$ cat src/rtl/bcd_pkg.sv
// bcd_pkg: shared types and constants for the BCD-to-binary decoder.
package bcd_pkg;
   typedef logic [3:0] bcd_digit_t;
   typedef enum logic [1:0] {IDLE, SHIFT, DONE} bcd_dec_state_t;
   localparam bcd_digit_t BCD_ADJ       = 4'd3;
   localparam bcd_digit_t BCD_MAX_DIGIT = 4'd9;
endpackage

$ cat src/rtl/bcd_digit_adjust.sv
// bcd_digit_adjust: one reverse double-dabble step for a single digit (subtract 3 when >= 8).
module bcd_digit_adjust
   import bcd_pkg::*;
(
   input  logic [3:0] i_digit,
   output logic [3:0] o_digit
);
   bcd_digit_t w_digit;
   assign w_digit = i_digit;
   assign o_digit = (w_digit >= 4'd8) ? w_digit - BCD_ADJ : w_digit;
endmodule

$ cat src/rtl/bcd_decoder.sv
// bcd_decoder: multi-digit BCD to binary via iterative reverse double-dabble with valid/ready.
// Define BCD_DECODER_RANGE_CHECK_EN to flag results above p_max on o_range_err.
module bcd_decoder
   import bcd_pkg::*;
#(
   parameter int p_digits = 3,
   parameter int p_bin_w  = 10,
   parameter int p_max    = 511
) (
   input  logic                  i_clock_50mhz,
   input  logic                  i_reset,
   input  logic [4*p_digits-1:0] i_bcd,
   input  logic                  i_valid,
   output logic                  o_ready,
   output logic [p_bin_w-1:0]    o_bin,
   output logic                  o_valid,
   input  logic                  i_ready,
   output logic                  o_digit_err,
   output logic                  o_range_err
);
   localparam int c_bcd_w = 4 * p_digits;
   localparam int c_sr_w  = c_bcd_w + p_bin_w;
   localparam int c_cnt_w = $clog2(p_bin_w + 1);
   bcd_dec_state_t     r_state, w_next;
   logic [c_sr_w-1:0]  r_sr, w_shift;
   logic [c_bcd_w-1:0] w_adj;
   logic [c_cnt_w-1:0] r_cnt;
   logic               r_armed, r_digit_err;
   logic               w_accept, w_digit_err, w_first_err, w_last;
   assign w_shift = r_sr >> 1;
   for (genvar g = 0; g < p_digits; g++) begin : g_adj
      bcd_digit_adjust u_adj (
         .i_digit (w_shift[p_bin_w + 4*g +: 4]),
         .o_digit (w_adj[4*g +: 4])
      );
   end
   // Digits are validated on the captured word, before the first shift moves them.
   always_comb begin
      w_digit_err = 1'b0;
      for (int d = 0; d < p_digits; d++)
         w_digit_err = w_digit_err | (r_sr[p_bin_w + 4*d +: 4] > BCD_MAX_DIGIT);
   end
   assign w_accept    = i_valid && o_ready;
   assign w_first_err = (r_cnt == '0) && w_digit_err;
   assign w_last      = r_cnt == c_cnt_w'(p_bin_w - 1);
   always_ff @(posedge i_clock_50mhz or negedge i_reset)
      if (!i_reset) r_state <= IDLE;
      else r_state <= w_next;
   always_comb begin
      w_next = r_state;
      case (r_state)
         IDLE:    w_next = w_accept ? SHIFT : IDLE;
         SHIFT:   w_next = (w_first_err || w_last) ? DONE : SHIFT;
         DONE:    w_next = i_ready ? IDLE : DONE;
         default: w_next = IDLE;
      endcase
   end
   always_comb begin
      o_ready = r_armed && (r_state == IDLE);
      o_valid = r_state == DONE;
   end
   // r_armed keeps o_ready low until the first edge after reset release.
   always_ff @(posedge i_clock_50mhz or negedge i_reset)
      if (!i_reset) begin
         r_armed     <= 1'b0;
         r_sr        <= '0;
         r_cnt       <= '0;
         r_digit_err <= 1'b0;
      end else begin
         r_armed <= 1'b1;
         if (w_accept) begin
            r_sr        <= {i_bcd, {p_bin_w{1'b0}}};
            r_cnt       <= '0;
            r_digit_err <= 1'b0;
         end else if (r_state == SHIFT) begin
            if (w_first_err) r_digit_err <= 1'b1;
            else begin
               r_sr  <= {w_adj, w_shift[p_bin_w-1:0]};
               r_cnt <= r_cnt + c_cnt_w'(1);
            end
         end
      end
   assign o_bin       = r_sr[p_bin_w-1:0];
   assign o_digit_err = r_digit_err;
`ifdef BCD_DECODER_RANGE_CHECK_EN
   logic r_range_err;
   always_ff @(posedge i_clock_50mhz or negedge i_reset)
      if (!i_reset) r_range_err <= 1'b0;
      else if (w_accept || (r_state == SHIFT && w_first_err)) r_range_err <= 1'b0;
      else if (r_state == SHIFT && w_last) r_range_err <= w_shift[p_bin_w-1:0] > p_bin_w'(p_max);
   assign o_range_err = r_range_err;
`else
   assign o_range_err = 1'b0;
`endif
endmodule

$ cat config.mk
export PLATFORM = sky130hd
export DESIGN_NAME = bcd_decoder
export DESIGN_NICKNAME = d
export VERILOG_FILES = /design/src/rtl/bcd_pkg.sv /design/src/rtl/bcd_digit_adjust.sv /design/src/rtl/bcd_decoder.sv
export SDC_FILE = /design/constraint.sdc
export NUM_CORES = 1
export LEC_CHECK = 0
export BUFFER_PORTS_ARGS = -buffer_cell sky130_fd_sc_hd__buf_4
export CORE_AREA = 3 3 59 61
export DETAILED_ROUTE_END_ITERATION = 8
export DIE_AREA = 0 0 62 64
export GPL_ROUTABILITY_DRIVEN = 0
export PLACE_DENSITY = 0.77
export SLEW_MARGIN = 20
export SYNTH_ARGS = -nofsm -noshare
export SYNTH_HDL_FRONTEND = slang
export SYNTH_SLANG_ARGS = --single-unit
export TNS_END_PERCENT = 10
$ cat constraint.sdc
create_clock -name i_clock_50mhz -period 2.5 [get_ports i_clock_50mhz]
set_clock_uncertainty 0.15 [all_clocks]
set_input_delay 0.375 -clock i_clock_50mhz [delete_from_list [all_inputs] [get_ports i_clock_50mhz]]
set_output_delay 0.375 -clock i_clock_50mhz [all_outputs]
set_load 0.02 [all_outputs]
* After elaboration in Yosys (flattened, before gate mapping)
Index checks and enable logic that the tools add are counted.
** Storage, ports and cells
- Register bits after elaboration :: 30
- Output and inout port bits :: 14
- Logic and storage cells :: 47
** Cells by class
- Add/subtract/negate cells :: 4
- Order comparisons :: 6
- Eq/ne operators :: 4
- Multiplexer cells :: 16
- Bitwise gates (word level) :: 2
- Reduce and logical (&&, ||, !) cells :: 10
** Operators with widths (number)
- 22-bit two-way mux :: 3
- 4-bit two-way mux :: 6
- 4-bit greater-than comparator (second input constant) :: 3
- 4-bit greater-or-equal comparator (second input constant) :: 2
- 4-bit by 2-bit subtractor with 4-bit output (second input constant) :: 2
- 2-bit one-hot mux with 3 select lines :: 1
- 4-bit by 1-bit adder with 4-bit output (second input constant) :: 1
- 4-bit == test (second input constant) :: 1
- 3-bit by 4-bit greater-or-equal comparator with 1-bit output (second input constant) :: 1
- 4-bit logical NOT :: 1
- 1-bit two-way mux :: 4
- 2-bit two-way mux :: 2
- 2-bit AND reduction :: 2
- 2-bit nonzero test :: 2
- 3-bit by 2-bit subtractor with 4-bit output (second input constant) :: 1
- 1-bit logical AND :: 3
- 2-bit by 1-bit == test with 1-bit output (second input constant) :: 1
- 2-bit == test (second input constant) :: 1
- 2-bit logical NOT :: 1
- 2-bit != test (second input constant) :: 1
- 1-bit bitwise OR :: 2
- 1-bit logical OR :: 1

* Longest topological paths before layout
Gate-level depths: netlist (run 1).
- Depth in word-level cells :: 7
- Gate-level depth with buffers :: 7
- Depth with buffers taken out :: 6

* By module
From an unflattened synthesis (run 1), not the netlist that was laid out.
** Unflattened totals
- Cells, all modules :: 204
- Area total of the unflattened synthesis :: 1818.0 µm²
** By module, submodules not included
- bcd_decoder :: instances 1, cells an instance 171, area each 1589.0 µm², seq. area each 750.7 µm²
- bcd_digit_adjust :: instances 3, cells an instance 11, area each 76.3 µm², seq. area each 0.0 µm²

* Worst setup path before layout (run 1)
No wires, ideal clock.
- Path kind :: register -> register
- From :: register r_state[1]
- To :: register r_sr[9]
- Setup time :: 0.130 ns
- Arrival time :: 1.676 ns
- Data required time :: 2.220 ns
- Setup slack :: 0.543 ns
- Stages on the path, launching flop included :: 6
- Path buffers :: 1
- Clock period less this slack :: 1.957 ns
- Cell sequence :: dfrtp_1 nor3b_1 nand2_1 clkbuf_1 o211ai_1 o21ai_0
** On the way
- Word-level cells in the longest chain between the ends :: 5
- Elaborated cells between the ends (all ways) :: 8
- Those cells by class :: 2 x eq/ne; 1 x mux; 5 x reduce/logical
** RTL lines
- start, declared :: line bcd_decoder.sv:24 : bcd_dec_state_t r_state, w_next;
- start signal, assigned :: line bcd_decoder.sv:48 : else r_state <= w_next;
- 2-bit logical NOT (*) :: line bcd_decoder.sv:59 : o_ready = r_armed && (r_state == IDLE);
- 1-bit logical AND (*) :: line bcd_decoder.sv:59
- via o_ready :: line bcd_decoder.sv:14 : output logic o_ready,
- 1-bit logical AND (*) :: line bcd_decoder.sv:43 : assign w_accept = i_valid && o_ready;
- 2-bit != test (no line) / 2-bit nonzero test (equally long branches)
- 2-bit AND reduction (no line)
- end signal, assigned :: line bcd_decoder.sv:72 : r_sr <= {i_bcd, {p_bin_w{1'b0}}};
- end signal, assigned :: line bcd_decoder.sv:78 : r_sr <= {w_adj, w_shift[p_bin_w-1:0]};
- end, declared :: line bcd_decoder.sv:25 : logic [c_sr_w-1:0] r_sr, w_shift;
Mark *: on every way through the listed nets, which the timed path passes. The rest lies on a longest branch.
A chain may end at the register's enable or synchronous reset.

* Final worst setup path (run 1)
- From :: register r_cnt[0]
- To :: register r_sr[15]
** On the way
- Word-level cells in the longest chain between the ends :: 4
** RTL lines
- start, declared :: line bcd_decoder.sv:27 : logic [c_cnt_w-1:0] r_cnt;
- start signal, assigned :: line bcd_decoder.sv:79 : r_cnt <= r_cnt + c_cnt_w'(1);
- 4-bit logical NOT :: line bcd_decoder.sv:44 : assign w_first_err = (r_cnt == '0) && w_digit_err;
- 1-bit logical AND :: line bcd_decoder.sv:44
- 2-bit != test (no line)
- 2-bit AND reduction (no line)
No other way between the ends.

==> impl_metrics.env, run 1 <==
export IMPL_chipHeight_um=64
export IMPL_wirelength_um=3406
export IMPL_cp_top_family="compound AO/OA/AOI/OAI gates"
export IMPL_synth_cell_types=34
export IMPL_dieArea_um2=3968
export IMPL_netlist_area_um2=1633
export IMPL_drt_iter0_markers=80
export IMPL_ir_drop_mv=0.7098
export IMPL_grt_pass1_wl_um=5796
export IMPL_met3WireLength_um=226
export IMPL_hold_class="input port to register"
export IMPL_initial_core_util_pct=53.93
export IMPL_synth_xor_area_share_pct=2.146
export IMPL_drc_errors=0
export IMPL_yosys_area_share_simple_pct=14.79
export IMPL_grt_start_max_net_pins=31
export IMPL_crit_buf_inv=1
export IMPL_p_leak_nw=0.8888
export IMPL_yosys_area_share_adder_pct=5.364
export IMPL_whs_ns=0.1369
export IMPL_muxShareOfSynthArea_pct=1.839
export IMPL_worstSetupEndpointType="register"
export IMPL_max_stage_delay_ns=0.49
export IMPL_overflow=0
export IMPL_fillers=271
export IMPL_setup_viol=0
export IMPL_design_area_um2=1877
export IMPL_grt_usage_pct=19.65
export IMPL_multi_input_area_um2=719.4
export IMPL_synth_top_family_by_area="compound AO/OA/AOI/OAI gates"
export IMPL_synth_fp_nets=191
export IMPL_worstSetupPathType="register to register"
export IMPL_grt_antenna_before_repair=0
export IMPL_finalCritPeriodShare_pct=89.22
export IMPL_synthToLayoutAreaGrowth_pct=14.94
export IMPL_final_nets=212
export IMPL_cts_sinks=30
export IMPL_r2r_setup_slack_ns=0.27
export IMPL_p_sw_share_pct=44.66
export IMPL_clockRootBuffer="clkbuf_4"
export IMPL_drtAntennaViolNets=0
export IMPL_p_clk_share_pct=11.9
export IMPL_syn_mean_instance_area_um2=9.719
export IMPL_place_area_um2=1807
export IMPL_seqPwrFrac_pct=36.1
export IMPL_grt_pass1_vias=1292
export IMPL_seq_area_frac_synth_pct=45.98
export IMPL_num_antenna_cells=0
export IMPL_status="complete, no violations"
export IMPL_tns_ns=0
export IMPL_hold_viol_final=0
export IMPL_start_kind="register"
export IMPL_via_per_inst=5.658
export IMPL_cts_buffers=5
export IMPL_cts_tree="done"
export IMPL_hpwl_um=2496
export IMPL_m1WireLength_um=1437
export IMPL_htree_levels=2
export IMPL_die_x_um=62
export IMPL_place_ws_ns=0.3007
export IMPL_wire_per_inst_um=14.56
export IMPL_path_max_fanout=6
export IMPL_ys_ff_latch=30
export IMPL_cts_resized_gates=0
export IMPL_fmaxAchievable_mhz=448.3
export IMPL_clk_latency_ns=0.32
export IMPL_path_cells="inv_1 > ha_1 > nor3b_1 > o31ai_4 > a21oi_1 > a221oi_1"
export IMPL_syn_inst=168
export IMPL_setup_ws_ns=0.2695
export IMPL_cap_violations=0
export IMPL_highest_layer="met4"
export IMPL_seq_area_um2=750.7
export IMPL_drive_gt1_share_pct=22.63
export IMPL_yosys_warnings=0
export IMPL_num_rows=20
export IMPL_clockBufferDepth=2
export IMPL_rsz0062_at_grt="no"
export IMPL_vias=1324
export IMPL_path_clk_slew_ns=0.09
export IMPL_cp_data_required_time_ns=2.51
export IMPL_worstMarginPinSlew_ns=0.6624
export IMPL_period_minus_slack_ns=2.231
export IMPL_slew_viol_final=0
export IMPL_internal_power_mw=1.380
export IMPL_synth_compound_area_share_pct=19.46
export IMPL_powerDensity_nw_per_um2=1329
export IMPL_io_buffers=28
export IMPL_post_cts_setup_buffer_count=0
export IMPL_wl_met2_um=1686
export IMPL_fp_coreArea_um2=3028
export IMPL_num_io_pins=30
export IMPL_slew_headroom_pct=55.79
export IMPL_power_frac_comb_pct=52.0
export IMPL_cp_arrival_ns=2.24
export IMPL_hold_buffers=1
export IMPL_drt_first_pass_iters=4
export IMPL_critPathSlowestCell="a21oi_1"
export IMPL_power_switching_mw=1.113
==> tightest hold or removal path, delay by kind of cell <==
| family | cells | cell delay (ns) |
|---|---|---|
| buffers and inverters | 1 | 0.08 |
| AOI/OAI and AO/OA | 1 | 0.07 |
| and+or+nand+nor | 1 | 0.05 |
==> power by group through the flow <==
stage / combinational, mW / sequential (mW) / clock, mW
6_report: 1.30 / 0.900 / 0.296
5_1_grt: 1.44 / 0.934 / 0.339
4_1_cts: 1.30 / 0.899 / 0.302
3_5_place_dp: 1.29 / 0.906 / 0
3_3_place_gp: 1.23 / 0.892 / 0
2_1_floorplan: 1.03 / 0.861 / 0
==> metrics by stage <==
step	util, %	power (mW)	std cells
after floorplan	-	1.888	168
after CTS	61.98	2.498	234
after detailed placement	59.67	2.197	225
final	61.98	2.494	234
after global placement	59.67	2.118	225
after global routing	61.98	2.708	234
==> state kept, by name, indices dropped and copies added, names as in the netlist <==
name / count
o_digit_err: 1
r_armed: 1
r_cnt: 4
r_sr: 22
r_state: 2
==> synth_stat cells (all sizes together) <==
cell     count  area, um2
a2111oi      2      17.52
a211oi       2      15.01
a21oi        2      10.01
a221o        5      50.05
a221oi       4      35.03
and2         1      6.260
buf         15      108.9
clkbuf       5      20.01
conb         2      7.510
dfrtp       30      750.7
ha           7      87.58
inv          9      33.78
mux2i        3      30.03
nand2       17      63.81
nand3       14      70.07
nand4        1      6.260
nor2         9      36.29
nor2b        4      25.02
nor3         2      10.01
nor3b        2      15.01
o211a        2      20.02
o211ai       2      15.01
o21a         4      30.03
o21ai       14      70.07
o31a         1      8.760
o31ai        2      28.78
o32ai        2      17.52
or2b         1      8.760
xnor2        4      35.03
==> area by class of cell <==
type,count,share of cell area (%)
Clock buffer,7,2.933
Clock inverter,1,0.2667
Inverter,9,1.800
Tap cell,44,2.933
Sequential cell,30,40.00
Multi-Input combinational cell,109,38.33
Timing Repair Buffer,34,13.73
==> cells in the final DEF, fill, tap and decap left out <==
master and instances:
dlygate4sd3_1 1, clkinv_2 1, o31a_1 1, a211oi_1 2, nor2b_1 4, o32ai_1 2, ha_1 7, o21ai_0 14
o211ai_1 2, and2_1 1, o211a_1 2, nand2_1 17, clkbuf_1 1, nor3b_1 2, conb_1 2, mux2i_1 3
dfrtp_1 30, clkbuf_4 5, nand4_1 1, a221oi_1 4, xnor2_1 4, inv_1 9, nor3_1 2, o31ai_1 1
buf_4 33, nor2_1 8, clkbuf_8 1, a2111oi_0 2, a221o_1 5, or2b_2 1, a21oi_1 2, nor2_2 1
o21a_1 4, nand3_1 14, o31ai_4 1
==> logic make-up after synthesis <==
| family | Yosys count |
|---|---|
| multiplexers | 3 |
| adder cells (fa/ha/maj) | 7 |
| other | 2 |
| AO/OA/AOI/OAI | 42 |
| buffers and inverters | 29 |
| flip-flops | 30 |
| AND/OR/NAND/NOR | 51 |
| XOR/XNOR | 4 |
==> worst paths after layout <==
path | start | end | depth (start not counted)
worst max register to register | r_cnt[0] | r_sr[15] | 6
min in group asynchronous | i_reset | r_sr[6] | 2
worst max-delay path | r_cnt[0] | r_sr[15] | 6
max in group asynchronous | i_reset | r_sr[18] | 2
worst min-delay path | i_bcd[11] | r_sr[21] | 3
worst min register to register | o_digit_err | o_digit_err | 1
==> per-layer routing <==
metal | global-route usage (%) | vias up
li1 | - | 621
met1 | 25.29 | 635
met2 | 30.83 | 61
met3 | 3.838 | 7
met4 | 9.284 | 0
met5 | 0 | -
Power figures use the tool's default switching activity.
==> run 2, diff against run 1 <==
--- a/config.mk
+++ b/config.mk
@@ -6,13 +6,14 @@
 export NUM_CORES = 1
 export LEC_CHECK = 0
 export BUFFER_PORTS_ARGS = -buffer_cell sky130_fd_sc_hd__buf_4
-export CORE_AREA = 3 3 59 61
+export CORE_AREA = 3 3 61 63
 export DETAILED_ROUTE_END_ITERATION = 8
-export DIE_AREA = 0 0 62 64
+export DIE_AREA = 0 0 64 66
 export GPL_ROUTABILITY_DRIVEN = 0
-export PLACE_DENSITY = 0.77
+export PLACE_DENSITY = 0.78
 export SLEW_MARGIN = 20
 export SYNTH_ARGS = -nofsm -noshare
 export SYNTH_HDL_FRONTEND = slang
+export SYNTH_HIERARCHICAL = 1
 export SYNTH_SLANG_ARGS = --single-unit
 export TNS_END_PERCENT = 10
==> run 2 against run 1 <==
Utilization fell by 0.38 points. Final area is 7.8% higher. Sequential power is 2% lower. Worst setup slack better by 0.23 ns. Via count is 10% higher. Power down 0.53%. Non-clock buffer count fell by 2. Sequential cell count unchanged. Count of clock-buffer cells in the layout unchanged. First-iteration DRC count fell by 1.3%. Critical endpoint is now r_cnt[2]. Highest routed layer unchanged.
==> impl_metrics.env, run 2 <==
export IMPL_clk_latency_ns=0.33
export IMPL_synth_ff_type="dfrtp_1"
export IMPL_slew_viol_final=0
export IMPL_place_ws_ns=0.5210
export IMPL_grt_usage_pct=19.21
export IMPL_r2r_start="r_sr[19]"
export IMPL_r2r_cells=5
export IMPL_largest_reg_flops=22
export IMPL_io_buffers=28
export IMPL_finalCritPeriodShare_pct=80.18
export IMPL_whs_ns=0.1356
export IMPL_path_max_fanout=19
export IMPL_ir_drop_mv=0.6462
export IMPL_hold_viol_final=0
export IMPL_grt_start_max_net_pins=31
export IMPL_yosys_warnings=6
export IMPL_yosys_area_top_type="dfrtp_1"
export IMPL_seqPwrFrac_pct=35.6
export IMPL_synth_async_reset_ratio_pct=100.0
export IMPL_die_x_um=64
export IMPL_power_switching_mw=1.173
export IMPL_drt_first_pass_iters=4
export IMPL_top_register="r_sr"
export IMPL_worstSetupEndpointType="register"
export IMPL_htree_levels=2
export IMPL_top_regs="r_sr: 22 flops, r_cnt: 4 flops, r_state: 2 flops"
export IMPL_wirelength_um=3739
export IMPL_num_io_pins=30
export IMPL_r2r_setup_slack_ns=0.50
export IMPL_post_route_util_pct=61.60
export IMPL_grt_pass1_wl_um=6423
export IMPL_hold_class="input port to register"
export IMPL_design_area_um2=2023
export IMPL_slew_headroom_pct=44.31
export IMPL_drc_errors=0
export IMPL_fillers=308
export IMPL_internal_power_mw=1.307
export IMPL_cp_arrival_ns=2.07
export IMPL_grt_antenna_before_repair=0
export IMPL_hold_path_startpoint="i_bcd[0]"
export IMPL_syn_mean_instance_area_um2=8.912
export IMPL_p_clk_share_pct=12.3
export IMPL_powerDensity_nw_per_um2=1226
export IMPL_grt_pass1_vias=1430
export IMPL_hold_depth=3
export IMPL_cts_sinks=30
export IMPL_rsz0062_at_grt="no"
export IMPL_setup_ws_ns=0.4955
export IMPL_start_kind="register"
export IMPL_mostFrequentLayoutCells="buf_4 (31), dfrtp_1 (30), o21ai_0 (29), a21oi_1 (28), nand3_1 (15)"
export IMPL_cts_tree="done"
export IMPL_final_nets=249
export IMPL_drt_iter0_markers=79
export IMPL_dieArea_um2=4224
export IMPL_power_frac_comb_pct=52.1
export IMPL_syn_inst=204
export IMPL_netlist_area_um2=1818
export IMPL_synthToLayoutAreaGrowth_pct=11.29
export IMPL_synth_top_area_share_pct=41.29
export IMPL_total_power_mw=2.480
export IMPL_period_minus_slack_ns=2.005
export IMPL_synthTopCellsByCount="dfrtp_1 (30), o21ai_0 (29), a21oi_1 (28)"
export IMPL_ys_top_cells_by_area="dfrtp_1 (41%), o21ai_0 (8.0%), a21oi_1 (7.7%)"
export IMPL_setup_viol=0
export IMPL_cp_data_required_time_ns=2.56
export IMPL_vias=1461
export IMPL_cap_violations=0
export IMPL_fmaxAchievable_mhz=498.9
export IMPL_num_rows=21
export IMPL_cts_buffers=5
export IMPL_post_cts_setup_buffer_count=0
export IMPL_chipHeight_um=66
export IMPL_stdcell_count=271
export IMPL_tns_ns=0
export IMPL_reg2reg_to="r_cnt[2]"
export IMPL_synth_edf_count=0
export IMPL_dp_cells=262
export IMPL_p_sw_share_pct=47.29
export IMPL_synth_cell_types=29
export IMPL_initial_core_util_pct=55.35
export IMPL_wire_per_inst_um=13.80
export IMPL_drive_gt1_share_pct=19.11
export IMPL_p_leak_nw=0.9375
export IMPL_seq_area_frac_synth_pct=41.29
export IMPL_via_per_inst=5.391
export IMPL_path_clk_slew_ns=0.10
export IMPL_fp_coreArea_um2=3284
export IMPL_overflow=0
export IMPL_worstSetupPathType="register to register"
export IMPL_num_antenna_cells=0
export IMPL_holdPathEnd="r_sr[10]"
export IMPL_hpwl_um=2445
export IMPL_status="complete, no violations"
export IMPL_ys_ff_latch=30
export IMPL_worstMarginPinSlew_ns=0.8353
export IMPL_place_area_um2=1953
export IMPL_clockBufferDepth=2
export IMPL_final_common_cell="buf_4"
export IMPL_clockRootBuffer="clkbuf_4"
export IMPL_yosysMostFrequentCell="dfrtp_1"
export IMPL_drtAntennaViolNets=0
-- run 2: what timing repair did --
item | CTS | global route
gates resized for setup | 0 | 0
hold buffers | 1 | 0
endpoints found under the hold margin | 30 | 0
-- run 2: power groups by stage --
stage                     Combinational [mW]  Clock, mW  Sequential [mW]
after global routing                    1.45      0.333            0.914
after global placement                  1.25          0            0.883
final                                   1.29      0.304            0.884
after floorplan                         1.13          0            0.843
after detailed placement                1.29          0            0.889
after CTS                               1.29      0.312            0.881
-- run 2: cell type report --
cell class | instances | area (um2) | area share (%)
Clock inverter | 1 | 5.005 | 0.2474
Sequential cell | 30 | 750.7 | 37.11
Tap cell | 46 | 57.56 | 2.845
Clock buffer | 7 | 55.05 | 2.721
Timing Repair Buffer | 32 | 242.7 | 12.00
Multi-Input combinational cell | 146 | 878.3 | 43.41
Inverter | 9 | 33.78 | 1.670
-- run 2: worst max path at each step --
stage / cells past startpoint / from / slack (ns) / end
floorplan: 6 / r_state[1] / 0.80 / r_sr[15]
global placement: 5 / r_sr[19] / 0.53 / r_cnt[2]
detailed placement: 5 / r_sr[19] / 0.52 / r_cnt[2]
CTS: 5 / r_sr[19] / 0.51 / r_cnt[2]
global route: 6 / r_cnt[0] / 0.36 / r_sr[7]
finish: 5 / r_sr[19] / 0.50 / r_cnt[2]
-- run 2: kinds of logic after synthesis --
group / count (synthesis) / synth area share, %
muxes: 1 / 0.5506
DFF: 30 / 41.29
and+or+nand+nor: 47 / 13.49
adders and majority gates: 9 / 6.194
AOI/OAI and AO/OA: 76 / 23.61
buffers and inverters: 33 / 11.56
xor gates and xnor gates: 6 / 2.891
other: 2 / 0.4131
-- run 2: layer usage --
layer / vias up / track usage [%] / share of wire [%]
met1: 696 / 25.16 / 47
li1: 727 / - / -
met4: 0 / 6.199 / 1.4
met5: - / 0 / 0
met2: 32 / 30.58 / 48
met3: 6 / 5.442 / 3.7
-- run 2: worst max-delay path, stage by stage (launching register included) --
cell     delay [ns]
dfrtp_1        0.45
o21a_1         0.24
o31ai_4        0.44
buf_4          0.32
nand3_1        0.14
mux2i_1        0.16
